--- src/rtl/pp_accumulator.sv ---
// Booth partial-product accumulator: sums 4 sign-extended, weighted partial products (PP_ACCUMULATOR_FAST_EN: 2 per cycle).
// Latency: out_valid 4 cycles after accept (2 with PP_ACCUMULATOR_FAST_EN); one operation in flight at a time.
// Backpressure: DONE holds product/out_valid until out_ready; in_ready only in IDLE.
module pp_accumulator (
    input  logic        clk,
    input  logic        rst_n,
    input  logic        in_valid,
    output logic        in_ready,
    input  logic [8:0]  pp0,
    input  logic [8:0]  pp1,
    input  logic [8:0]  pp2,
    input  logic [8:0]  pp3,
    input  logic        clr,
    output logic [15:0] product,
    output logic        out_valid,
    input  logic        out_ready
);

    typedef enum logic [1:0] {IDLE, ACCUM, DONE} state_t;

    state_t      state, state_nxt;
    logic [8:0]  pp_r [4];
    logic [15:0] acc;
    logic [1:0]  count;
    logic [15:0] step;
    logic        last_step;

`ifdef PP_ACCUMULATOR_FAST_EN
    localparam logic [1:0] COUNT_INC = 2'd2;
    localparam logic [1:0] COUNT_LAST = 2'd2;
`else
    localparam logic [1:0] COUNT_INC = 2'd1;
    localparam logic [1:0] COUNT_LAST = 2'd3;
`endif

    function automatic logic [15:0] weigh(input logic [8:0] p, input logic [1:0] n);
        logic [15:0] ext;
        ext = {{7{p[8]}}, p};
        return ext << {n, 1'b0};
    endfunction

    always_comb begin
        logic [1:0] idx_hi;
        idx_hi = count + 2'd1;
        step   = weigh(pp_r[count], count);
`ifdef PP_ACCUMULATOR_FAST_EN
        step   = step + weigh(pp_r[idx_hi], idx_hi);
`else
        if (idx_hi == 2'd0) step = step + 16'h0000;
`endif
    end

    assign last_step = (count == COUNT_LAST);
    assign in_ready  = (state == IDLE);
    assign out_valid = (state == DONE);
    assign product   = acc;

    always_ff @(posedge clk or negedge rst_n) begin
        if (!rst_n) state <= IDLE;
        else        state <= state_nxt;
    end

    // clr dominates both the accept and the output handshake
    always_comb begin
        state_nxt = state;
        if (clr) begin
            state_nxt = IDLE;
        end else begin
            case (state)
                IDLE:    if (in_valid)  state_nxt = ACCUM;
                ACCUM:   if (last_step) state_nxt = DONE;
                DONE:    if (out_ready) state_nxt = IDLE;
                default: state_nxt = IDLE;
            endcase
        end
    end

    always_ff @(posedge clk or negedge rst_n) begin
        if (!rst_n) begin
            acc   <= 16'h0000;
            count <= 2'd0;
            for (int i = 0; i < 4; i++) pp_r[i] <= 9'h000;
        end else if (clr) begin
            acc   <= 16'h0000;
            count <= 2'd0;
        end else if (state == IDLE && in_valid) begin
            acc     <= 16'h0000;
            count   <= 2'd0;
            pp_r[0] <= pp0;
            pp_r[1] <= pp1;
            pp_r[2] <= pp2;
            pp_r[3] <= pp3;
        end else if (state == ACCUM) begin
            acc   <= acc + step;
            count <= last_step ? 2'd0 : count + COUNT_INC;
        end
    end

endmodule

--- config.mk ---
export PLATFORM = sky130hd
export DESIGN_NAME = pp_accumulator
export DESIGN_NICKNAME = d
export VERILOG_FILES = /design/src/rtl/pp_accumulator.sv
export SDC_FILE = /design/constraint.sdc
export NUM_CORES = 1
export LEC_CHECK = 0
export ABC_AREA = 1
export BUFFER_PORTS_ARGS = -buffer_cell sky130_fd_sc_hd__buf_2
export CORE_ASPECT_RATIO = 1.2
export CORE_MARGIN = 1
export CORE_UTILIZATION = 35
export DETAILED_ROUTE_END_ITERATION = 12
export PLACE_DENSITY = 0.59
export REMOVE_ABC_BUFFERS = 1
export SLEW_MARGIN = 20
export SYNTH_ARGS = -nofsm -noshare
export SYNTH_HDL_FRONTEND = slang
export SYNTH_SLANG_ARGS = --single-unit
--- constraint.sdc ---
create_clock -name clk -period 2.88 [get_ports clk]
set_input_delay 0.576 -clock clk [delete_from_list [all_inputs] [get_ports clk]]
set_output_delay 0.576 -clock clk [all_outputs]
set_load 0.01 [all_outputs]
==> results of run 1 <==
-- kinds of logic after synthesis --
group	count (synthesis)	synth area share (%)
AND/OR/NAND/NOR	236	26.54
buffers and inverters	73	9.612
adder cells (fa/ha/maj)	17	5.936
AO/OA/AOI/OAI	59	8.297
multiplexers	30	11.84
flip-flops	56	37.77
-- what timing repair did --
action | in CTS | in global routing
resized for setup | 0 | 11
endpoints found under the hold margin | 0 | 0
endpoints found under the setup margin | 0 | 11
buffers inserted | 0 | 3
-- registers in the layout, summed over array words and instances (netlist names) --
register,flops
state,2
count,2
pp_r,36
product,16
-- metal layers --
metal | vias up | track usage (%)
met5 | - | 0
met1 | 1438 | 21.36
met3 | 8 | 2.249
met4 | 0 | 5.373
li1 | 1630 | -
met2 | 61 | 27.14
-- final cells by class --
cell class              instances  area (um2)  area share, %
multi-input cells             342        1967          46.07
inverters                      57       221.5          5.188
well taps                     126       157.7          3.693
clock buffers                   7       142.6          3.341
flip-flops and latches         56        1403          32.85
clock inverters                 1       7.507         0.1759
repair buffers                 67       370.4          8.675
-- path summary, 6_finish.rpt --
check	start	to	slack (ns)	cells after the start
worst max-delay path	count[0]$_DFFE_PN0P_	product[14]$_DFFE_PN0P_	0.18	16
min in group clk	out_ready	state[1]$_DFFE_PN0P_	0.48	2
worst max register to register	count[0]$_DFFE_PN0P_	product[14]$_DFFE_PN0P_	0.18	16
worst min register to register	pp_r[28]$_DFFE_PN0P_	pp_r[28]$_DFFE_PN0P_	0.51	2
worst min-delay path	rst_n	pp_r[10]$_DFFE_PN0P_	0.33	1
max in group asynchronous	rst_n	count[0]$_DFFE_PN0P_	1.95	2
-- stage by stage --
stage	setup slack, ns	TNS (ns)
2_1_floorplan	0.1732	0
3_3_place_gp	0.1474	0
3_5_place_dp	0.01633	0
4_1_cts	0.02220	0
5_1_grt	-0.03139	-0.03139
6_report	0.1844	0
-- power breakdown --
part           leakage, uW  switching (uW)  internal [uW]
registers         0.000687             147            993
logic              0.00166             891            649
clock network    0.0000701             275            347
total              0.00242            1310           1990
-- synthesized netlist by cell type --
| master | number | area share (%) |
|---|---|---|
| clkbuf_1 | 1 | 0.10 |
| nor2_1 | 32 | 3.2 |
| or2_2 | 2 | 0.34 |
| a22o_1 | 1 | 0.24 |
| o21ai_1 | 6 | 0.81 |
| inv_6 | 1 | 0.24 |
| nand2_4 | 1 | 0.30 |
| dfrtp_1 | 56 | 38 |
| nor2_2 | 1 | 0.17 |
| nand2_2 | 1 | 0.17 |
| nand3b_1 | 3 | 0.61 |
| ha_1 | 16 | 5.4 |
| buf_4 | 5 | 1.0 |
| o41ai_1 | 1 | 0.24 |
| nand4_1 | 3 | 0.51 |
| mux2_2 | 3 | 0.91 |
| nand3_2 | 1 | 0.27 |
| o22ai_1 | 4 | 0.67 |
| inv_2 | 2 | 0.20 |
| nor3_1 | 2 | 0.27 |
| inv_1 | 54 | 5.5 |
| buf_1 | 1 | 0.10 |
| buf_8 | 1 | 0.40 |
| o21ai_0 | 25 | 3.4 |
| and2_1 | 2 | 0.34 |
| buf_6 | 6 | 1.8 |
| mux2_4 | 27 | 11 |
| fa_1 | 1 | 0.54 |
| a21oi_1 | 22 | 3.0 |
| nor2_4 | 2 | 0.61 |
| nand2_1 | 160 | 16 |
| or2_1 | 1 | 0.17 |
| buf_2 | 2 | 0.27 |
| nand3_1 | 25 | 3.4 |
-- worst max-delay path, cell delays in order, from the launching register on --
cell and delay (ns):
dfrtp_2 0.47, buf_4 0.18, o21ai_1 0.14, a21oi_1 0.10
or2_1 0.23, nor2_1 0.14, ha_1 0.19, inv_1 0.06
fa_1 0.39, inv_1 0.11, nand4_1 0.11, nand2_2 0.13
nand2_1 0.10, nand2_1 0.07, nand2_1 0.05, nand3_1 0.07
nand2_1 0.05
==> flow_summary.yaml, run 1 <==
detailed_routing:
  wl_met3_um: 267
  first_iter_violations: 104
  topRoutingLayerUsed: "met4"
  drtAntennaViolNets: 0
  first_pass_iters: 4
  wl_met1_um: 3870
  drc: 0
  wire_per_inst_um: 12.74
  routed_wirelength_um: 8358
  vias: 3137
  met2WireLength_um: 4106
  avgViaCountPerCell: 4.782
timing:
  clock_skew_ns: 0.008636
  fmax_mhz: 371.0
  drv_slew: 0
  hold_violations: 0
  finalCritPeriodShare_pct: 93.60
  report.final.setup_viol: 0
  max-slew-margin-rel_pct: 53.44
  timing.final.crit_period_ns: 2.696
  whs_ns: 0.3307
  worst_slew_pin_slew_ns: 0.6984
cts:
  clock_latency_ns: 0.29
  cts_tree: "yes"
  cts_root_buf: "clkbuf_16"
  htree_levels: 2
  clock-sinks: 56
  cts_buffer_depth: 2
  clk_pin_slew_ns: 0.07
  cts_buffers: 5
  hold_buffers: 0
layout:
  drive_above_1_share_pct: 22.64
  nets: 587
  layout_common_cells: "nand2_1 (159), buf_2 (58), dfrtp_1 (55)"
  antenna_cells: 0
  syn2layout_area_growth_pct: 15.08
  fill_cells: 1043
  final_util_pct: 42.02
  design_area_um2: 4269
  final_cells: 656
  layout_commonest_cell: "nand2_1"
logic_synthesis:
  synth-seq-area-share_pct: 37.77
  ys_seq_elements: 56
  synth_area_um2: 3710
  syn_area_per_cell_um2: 7.876
  ys_types: 34
  synth_cells: 471
  ys_warn_count: 0
floorplan:
  io_pins: 59
  die_w_um: 95.99
  placementRows: 40
  core_area_um2: 10160
  start_util_pct: 36.51
  die_area_um2: 11020
  dieHeight_um: 114.8
worst_setup_path:
  worstPathMaxFanout: 8
  critical_path_class: "register to register"
  critical_path_arrival_ns: 2.88
  cp-end-kind: "register"
  worstPathRequired_ns: 3.07
  start_kind: "register"
pwr:
  powerDensity_nw_per_um2: 773.8
  p_total_uw: 3304
  leakagePower_uw: 0.002417
  vdd_drop_max_mv: 0.3256
placed_design:
  port_buffers: 58
  dp_cells: 645
  hpwl_um: 6412
  routabilityCongestion: 0.8633
  dpl-instance-area_um2: 4078
grt:
  grt_pass1_vias: 3032
  antenna_found_initial: 0
  grt_use_total_pct: 16.20
  overflow: 0
  grt_max_degree: 44
  grt_first_pass_wirelength_um: 14080
worst_hold_path:
  hp-class: "input port to asynchronous set/reset pin"
run_status:
  status: "finished clean"
flow_run:
  maxCapViolCount: 0
(Power assumes the default switching activity.)
==> inputs of run 2 (changes only) <==
--- a/config.mk
+++ b/config.mk
@@ -6,12 +6,12 @@
 export NUM_CORES = 1
 export LEC_CHECK = 0
 export ABC_AREA = 1
-export BUFFER_PORTS_ARGS = -buffer_cell sky130_fd_sc_hd__buf_2
 export CORE_ASPECT_RATIO = 1.2
 export CORE_MARGIN = 1
 export CORE_UTILIZATION = 35
 export DETAILED_ROUTE_END_ITERATION = 12
-export PLACE_DENSITY = 0.59
+export DONT_BUFFER_PORTS = 1
+export PLACE_DENSITY = 0.54
 export REMOVE_ABC_BUFFERS = 1
 export SLEW_MARGIN = 20
 export SYNTH_ARGS = -nofsm -noshare
==> run 2 against run 1 <==
  * Sequential power about the same
  * Setup slack improved by 0.030 ns
  * Combinational power decreased by 8%
  * Non-clock buffer count shrank 57
  * Largest cell class unchanged
  * Die area stayed put
  * Global-route usage is essentially flat
  * Register-to-register slack improved by 0.03 ns
  * Clock skew decreased by 0.0024 ns
  * Largest power group unchanged
  * Critical path type unchanged
  * Clock power increased by 2%
==> flow_summary.yaml, run 2 (same netlist as run 1, synthesis figures left out) <==
grt:
  overflow: 0
  grt_first_pass_wirelength_um: 13890
  antenna_found_initial: 0
  grt_use_total_pct: 16.20
  grt_pass1_vias: 2851
  grt_max_degree: 57
placed_design:
  dp_cells: 587
  place_ws_ns: 0.08308
  routabilityCongestion: 0.8447
  port_buffers: 0
  dpl-instance-area_um2: 3775
  hpwl_um: 6269
worst_setup_path:
  r2r_cells: 15
  cp-end-kind: "register"
  critical_path_class: "register to register"
  regToRegStartpoint: "count[0]$_DFFE_PN0P_"
  start_kind: "register"
  critical_path_arrival_ns: 2.86
  worstReg2RegEnd: "product[14]$_DFFE_PN0P_"
  rrSetupSlack_ns: 0.21
  worstPathRequired_ns: 3.07
  worstPathMaxFanout: 8
timing:
  layout_setup_ws_ns: 0.2143
  max-slew-margin-rel_pct: 55.53
  clock_skew_ns: 0.006222
  hold_violations: 0
  timing.final.crit_period_ns: 2.666
  worst_slew_pin_slew_ns: 0.6671
  fmax_mhz: 375.1
  drv_slew: 0
  whs_ns: 0.1347
  finalCritPeriodShare_pct: 92.56
  report.final.setup_viol: 0
worst_hold_path:
  hp-class: "input port to asynchronous set/reset pin"
layout:
  fill_cells: 1075
  final_cells: 599
  antenna_cells: 0
  layout_commonest_cell: "nand2_1"
  drive_above_1_share_pct: 13.32
  regMostFlops: "pp_r"
  syn2layout_area_growth_pct: 7.420
  layout_common_cells: "nand2_1 (159), inv_1 (54), dfrtp_1 (54)"
  largest_reg_flops: 36
  design_area_um2: 3985
  nets: 530
cts:
  cts_root_buf: "clkbuf_16"
  cts_buffer_depth: 2
  clock-sinks: 56
  htree_levels: 2
  cts_tree: "yes"
  cts_buffers: 5
  clk_pin_slew_ns: 0.08
  clock_latency_ns: 0.29
floorplan:
  core_area_um2: 10160
  io_pins: 59
  placementRows: 40
  die_w_um: 95.99
  start_util_pct: 36.51
  dieHeight_um: 114.8
  die_area_um2: 11020
run_status:
  status: "finished clean"
detailed_routing:
  avgViaCountPerCell: 4.816
  first_pass_iters: 4
  drc: 0
  wire_per_inst_um: 13.76
  first_iter_violations: 90
  vias: 2885
  routed_wirelength_um: 8242
  drtAntennaViolNets: 0
pwr:
  powerDensity_nw_per_um2: 807.5
  combPwrFrac_pct: 43.9
  p_seq_share_pct: 36.4
  swShare_pct: 40.53
  clkPwrFrac_pct: 19.8
  p_sw_uw: 1304
  leakagePower_uw: 0.002175
  vdd_drop_max_mv: 0.3500
  p_int_uw: 1914
flow_run:
  maxCapViolCount: 0
[run 2: changes by cell type in the layout (fill, tap and decap cells not counted), sizes merged]
cell,before,now
buf,67,10
clkbuf,7,5
clkinv,0,2
clkinvlp,1,0
inv,57,58
[run 2: cell type report]
class	instances	area, um2	share of cell area [%]
multi-input combinational	342	1959	49.17
sequential	56	1404	35.23
inverter	57	221.5	5.557
tap	126	157.7	3.956
clock buffer	5	125.1	3.140
timing repair buffer	10	95.09	2.386
clock inverter	3	22.52	0.5651
[run 2: through the flow]
step | utilization [%] | TNS [ns] | power, uW
6_report | 39.22 | 0 | 3218
5_1_grt | 39.22 | -0.02381 | 3508
4_1_cts | 38.88 | 0 | 3241
3_5_place_dp | 37.16 | 0 | 2576
3_3_place_gp | 37.16 | 0 | 2553
2_1_floorplan | - | 0 | 2256
[run 2: what timing repair did]
action                                  CTS  global route
hold buffers                              1             0
buffers inserted                          0             3
endpoints found under the setup margin    0            10
hold endpoints to repair                 56             0
gates resized for setup                   0             5
[run 2: metal layers]
layer  global-route usage, %  up-vias  share of wire, %
met5                       0        -                 0
met4                   3.980        0               1.0
met3                   2.447        6               3.5
met2                   27.80       50                49
met1                   21.19     1326                47
li1                        -     1503                 -
[run 2: power groups by stage]
stage	registers (uW)	logic, uW	clock network (uW)
3_3_place_gp	1190	1370	0
2_1_floorplan	1130	1120	0
4_1_cts	1170	1410	656
5_1_grt	1200	1620	680
6_report	1170	1410	636
3_5_place_dp	1190	1380	0
[run 2: worst max path at each step]
stage	start	endpoint	slack [ns]	cells past startpoint
after global placement	count[0]$_DFFE_PN0P_	product[8]$_DFFE_PN0P_	0.12	17
after floorplan	count[0]$_DFFE_PN0P_	product[12]$_DFFE_PN0P_	0.17	16
after CTS	count[0]$_DFFE_PN0P_	product[12]$_DFFE_PN0P_	0.07	17
final	count[0]$_DFFE_PN0P_	product[14]$_DFFE_PN0P_	0.21	15
after global routing	count[0]$_DFFE_PN0P_	product[10]$_DFFE_PN0P_	-0.02	15
after detailed placement	count[0]$_DFFE_PN0P_	product[12]$_DFFE_PN0P_	0.08	17
[run 2: critical path, cell delays in order, from the launching register on]
cell	delay [ns]
dfrtp_2	0.47
buf_4	0.16
buf_4	0.15
o21ai_0	0.16
o22ai_1	0.11
o21ai_0	0.28
nor2_1	0.10
ha_1	0.37
nand2_1	0.13
nand2_1	0.06
a21oi_1	0.15
nand2_2	0.10
nand2_1	0.11
nand3_1	0.08
nand3_1	0.09
nand2_1	0.05
==> inputs of run 3 (changes only) <==
--- a/config.mk
+++ b/config.mk
@@ -8,10 +8,10 @@
 export ABC_AREA = 1
 export CORE_ASPECT_RATIO = 1.2
 export CORE_MARGIN = 1
-export CORE_UTILIZATION = 35
+export CORE_UTILIZATION = 64
 export DETAILED_ROUTE_END_ITERATION = 12
 export DONT_BUFFER_PORTS = 1
-export PLACE_DENSITY = 0.54
+export PLACE_DENSITY = 0.85
 export REMOVE_ABC_BUFFERS = 1
 export SLEW_MARGIN = 20
 export SYNTH_ARGS = -nofsm -noshare
==> run 3 against run 2 <==
  * Wire length decreased by 8.8%
  * Hold slack got worse by 0.026 ns
  * Sequential cell count unchanged
  * Setup slack got worse by 0.0053 ns
  * Register-to-register slack about the same
  * Via count increased by 3.7%
  * Sequential power about the same
  * Utilization increased by 30 points
  * Highest routed layer unchanged
  * Largest cell class unchanged
  * Critical endpoint unchanged
  * Total power decreased by 0.81%
  * Clock power decreased by 6.6%
  * Largest power group unchanged
==> flow_summary.yaml, run 3 (same netlist as run 1, synthesis figures left out) <==
run_status:
  status: "finished clean"
detailed_routing:
  drtAntennaViolNets: 0
  first_iter_violations: 176
  avgViaCountPerCell: 5.603
  wire_per_inst_um: 14.08
  routed_wirelength_um: 7519
  drc: 0
  first_pass_iters: 4
  vias: 2992
floorplan:
  core_area_um2: 5630
  die_area_um2: 6106
  start_util_pct: 65.89
  io_pins: 59
  dieHeight_um: 85.40
  die_w_um: 71.50
  placementRows: 30
worst_setup_path:
  crit_chain: "clkbuf_2 > o21ai_1 > a21oi_1 > or2_1 > nor2_1 > ha_1 > inv_1 > fa_1 > inv_1 > nand4_1 > nand2_1 > nand2_1 > nand2_1 > nand2_1 > nand3_1 > nand2_1"
  crit_top_cell: "nand2_1"
  start_kind: "register"
  critPathMaxStageDelay_ns: 0.49
  worstPathMaxFanout: 6
  worstPathRequired_ns: 3.09
  cp-end-kind: "register"
  critical_path_arrival_ns: 2.88
  cp_slowest_cell: "dfrtp_2"
  critical_path_class: "register to register"
worst_hold_path:
  hp-class: "input port to asynchronous set/reset pin"
layout:
  drive_above_1_share_pct: 12.55
  antenna_cells: 0
  final_util_pct: 68.76
  largest_reg_flops: 36
  syn2layout_area_growth_pct: 4.351
  regMostFlops: "pp_r"
  layout_commonest_cell: "nand2_1"
  fill_cells: 446
  nets: 528
  layout_common_cells: "nand2_1 (160), dfrtp_1 (55), inv_1 (54)"
  register_area_um2: 1403
  multi_input_area_um2: 1961
pwr:
  leakagePower_uw: 0.002157
  p_total_uw: 3192
  vdd_drop_max_mv: 0.4398
  powerDensity_nw_per_um2: 824.4
timing:
  hold_violations: 0
  whs_ns: 0.1089
  max-slew-margin-rel_pct: 56.99
  rsz0062_at_grt: "false"
  finalCritPeriodShare_pct: 92.74
  worst_slew_pin_slew_ns: 0.6452
  timing.final.crit_period_ns: 2.671
  report.final.setup_viol: 0
  fmax_mhz: 374.4
  drv_slew: 0
  clock_skew_ns: 0.008226
  fin_setup_tns_ns: 0
grt:
  grt_first_pass_wirelength_um: 12860
  use_met2_pct: 44.16
  busiest_layer: "met2"
  grt_max_degree: 57
  grt_use_total_pct: 26.50
  antenna_found_initial: 0
  grt_pass1_vias: 2879
  gr-usage-met1_pct: 34.33
  overflow: 0
  use_met3_pct: 5.344
cts:
  cts_tree: "yes"
  cts_buffers: 5
  htree_levels: 2
  clock-sinks: 56
  cts_buffer_depth: 2
  clock_latency_ns: 0.30
  clk_pin_slew_ns: 0.10
  cts_root_buf: "clkbuf_8"
flow_run:
  maxCapViolCount: 0
placed_design:
  port_buffers: 0
  routabilityCongestion: 0.8767
  hpwl_um: 5534
==> run 3: layout make-up <==
cell class / instances / share of cell area (%)
clock buffer: 5 / 1.778
clock inverter: 2 / 1.551
inverter: 57 / 5.721
multi-input combinational: 342 / 50.65
sequential: 56 / 36.23
tap: 64 / 2.069
timing repair buffer: 8 / 2.004
==> run 3: layer usage <==
| metal | routed length (um) | vias to the layer above |
|---|---|---|
| li1 | - | 1503 |
| met1 | 3353 | 1389 |
| met2 | 3745 | 86 |
| met3 | 312 | 14 |
| met4 | 108 | 0 |
| met5 | 0 | - |
==> run 3: worst paths after layout <==
kind,startpoint,to,slack [ns],cells after the start
min reg2reg,pp_r[13]$_DFFE_PN0P_,pp_r[13]$_DFFE_PN0P_,0.52,1
max,count[0]$_DFFE_PN0P_,product[14]$_DFFE_PN0P_,0.21,16
min in group clk,out_ready,state[1]$_DFFE_PN0P_,0.37,1
max reg2reg,count[0]$_DFFE_PN0P_,product[14]$_DFFE_PN0P_,0.21,16
max in group asynchronous,rst_n,pp_r[34]$_DFFE_PN0P_,2.51,1
min,rst_n,product[8]$_DFFE_PN0P_,0.11,1
==> run 3: power breakdown <==
part / total (uW) / internal [uW] / switching, uW
combinational: 1430 / 593 / 834
clock: 594 / 342 / 251
sequential: 1170 / 992 / 180
==> run 3: what timing repair did <==
| item | CTS | global route |
|---|---|---|
| endpoints found under the hold margin | 56 | 0 |
| hold buffers | 1 | 0 |
| gates resized for setup | 0 | 6 |
| buffers inserted | 0 | 2 |
| setup endpoints to repair | 0 | 11 |
==> run 3: worst max-delay path: cells and delay by family (launching register included) <==
family / cells / cell delay [ns]
AOI/OAI and AO/OA: 2 / 0.24
adders and majority gates: 2 / 0.56
buffers and inverters: 3 / 0.33
DFF: 1 / 0.49
and+or+nand+nor: 9 / 0.96
==> run 3: stage by stage <==
stage / cells / setup WS [ns] / instance area, um2
final: 534 / 0.2090 / 3871
after global routing: 534 / 0.003208 / 3871
after CTS: 532 / 0.1053 / 3846
after detailed placement: 524 / 0.1198 / 3690
after global placement: 524 / 0.1960 / 3690
after floorplan: 455 / 0.1732 / 3572
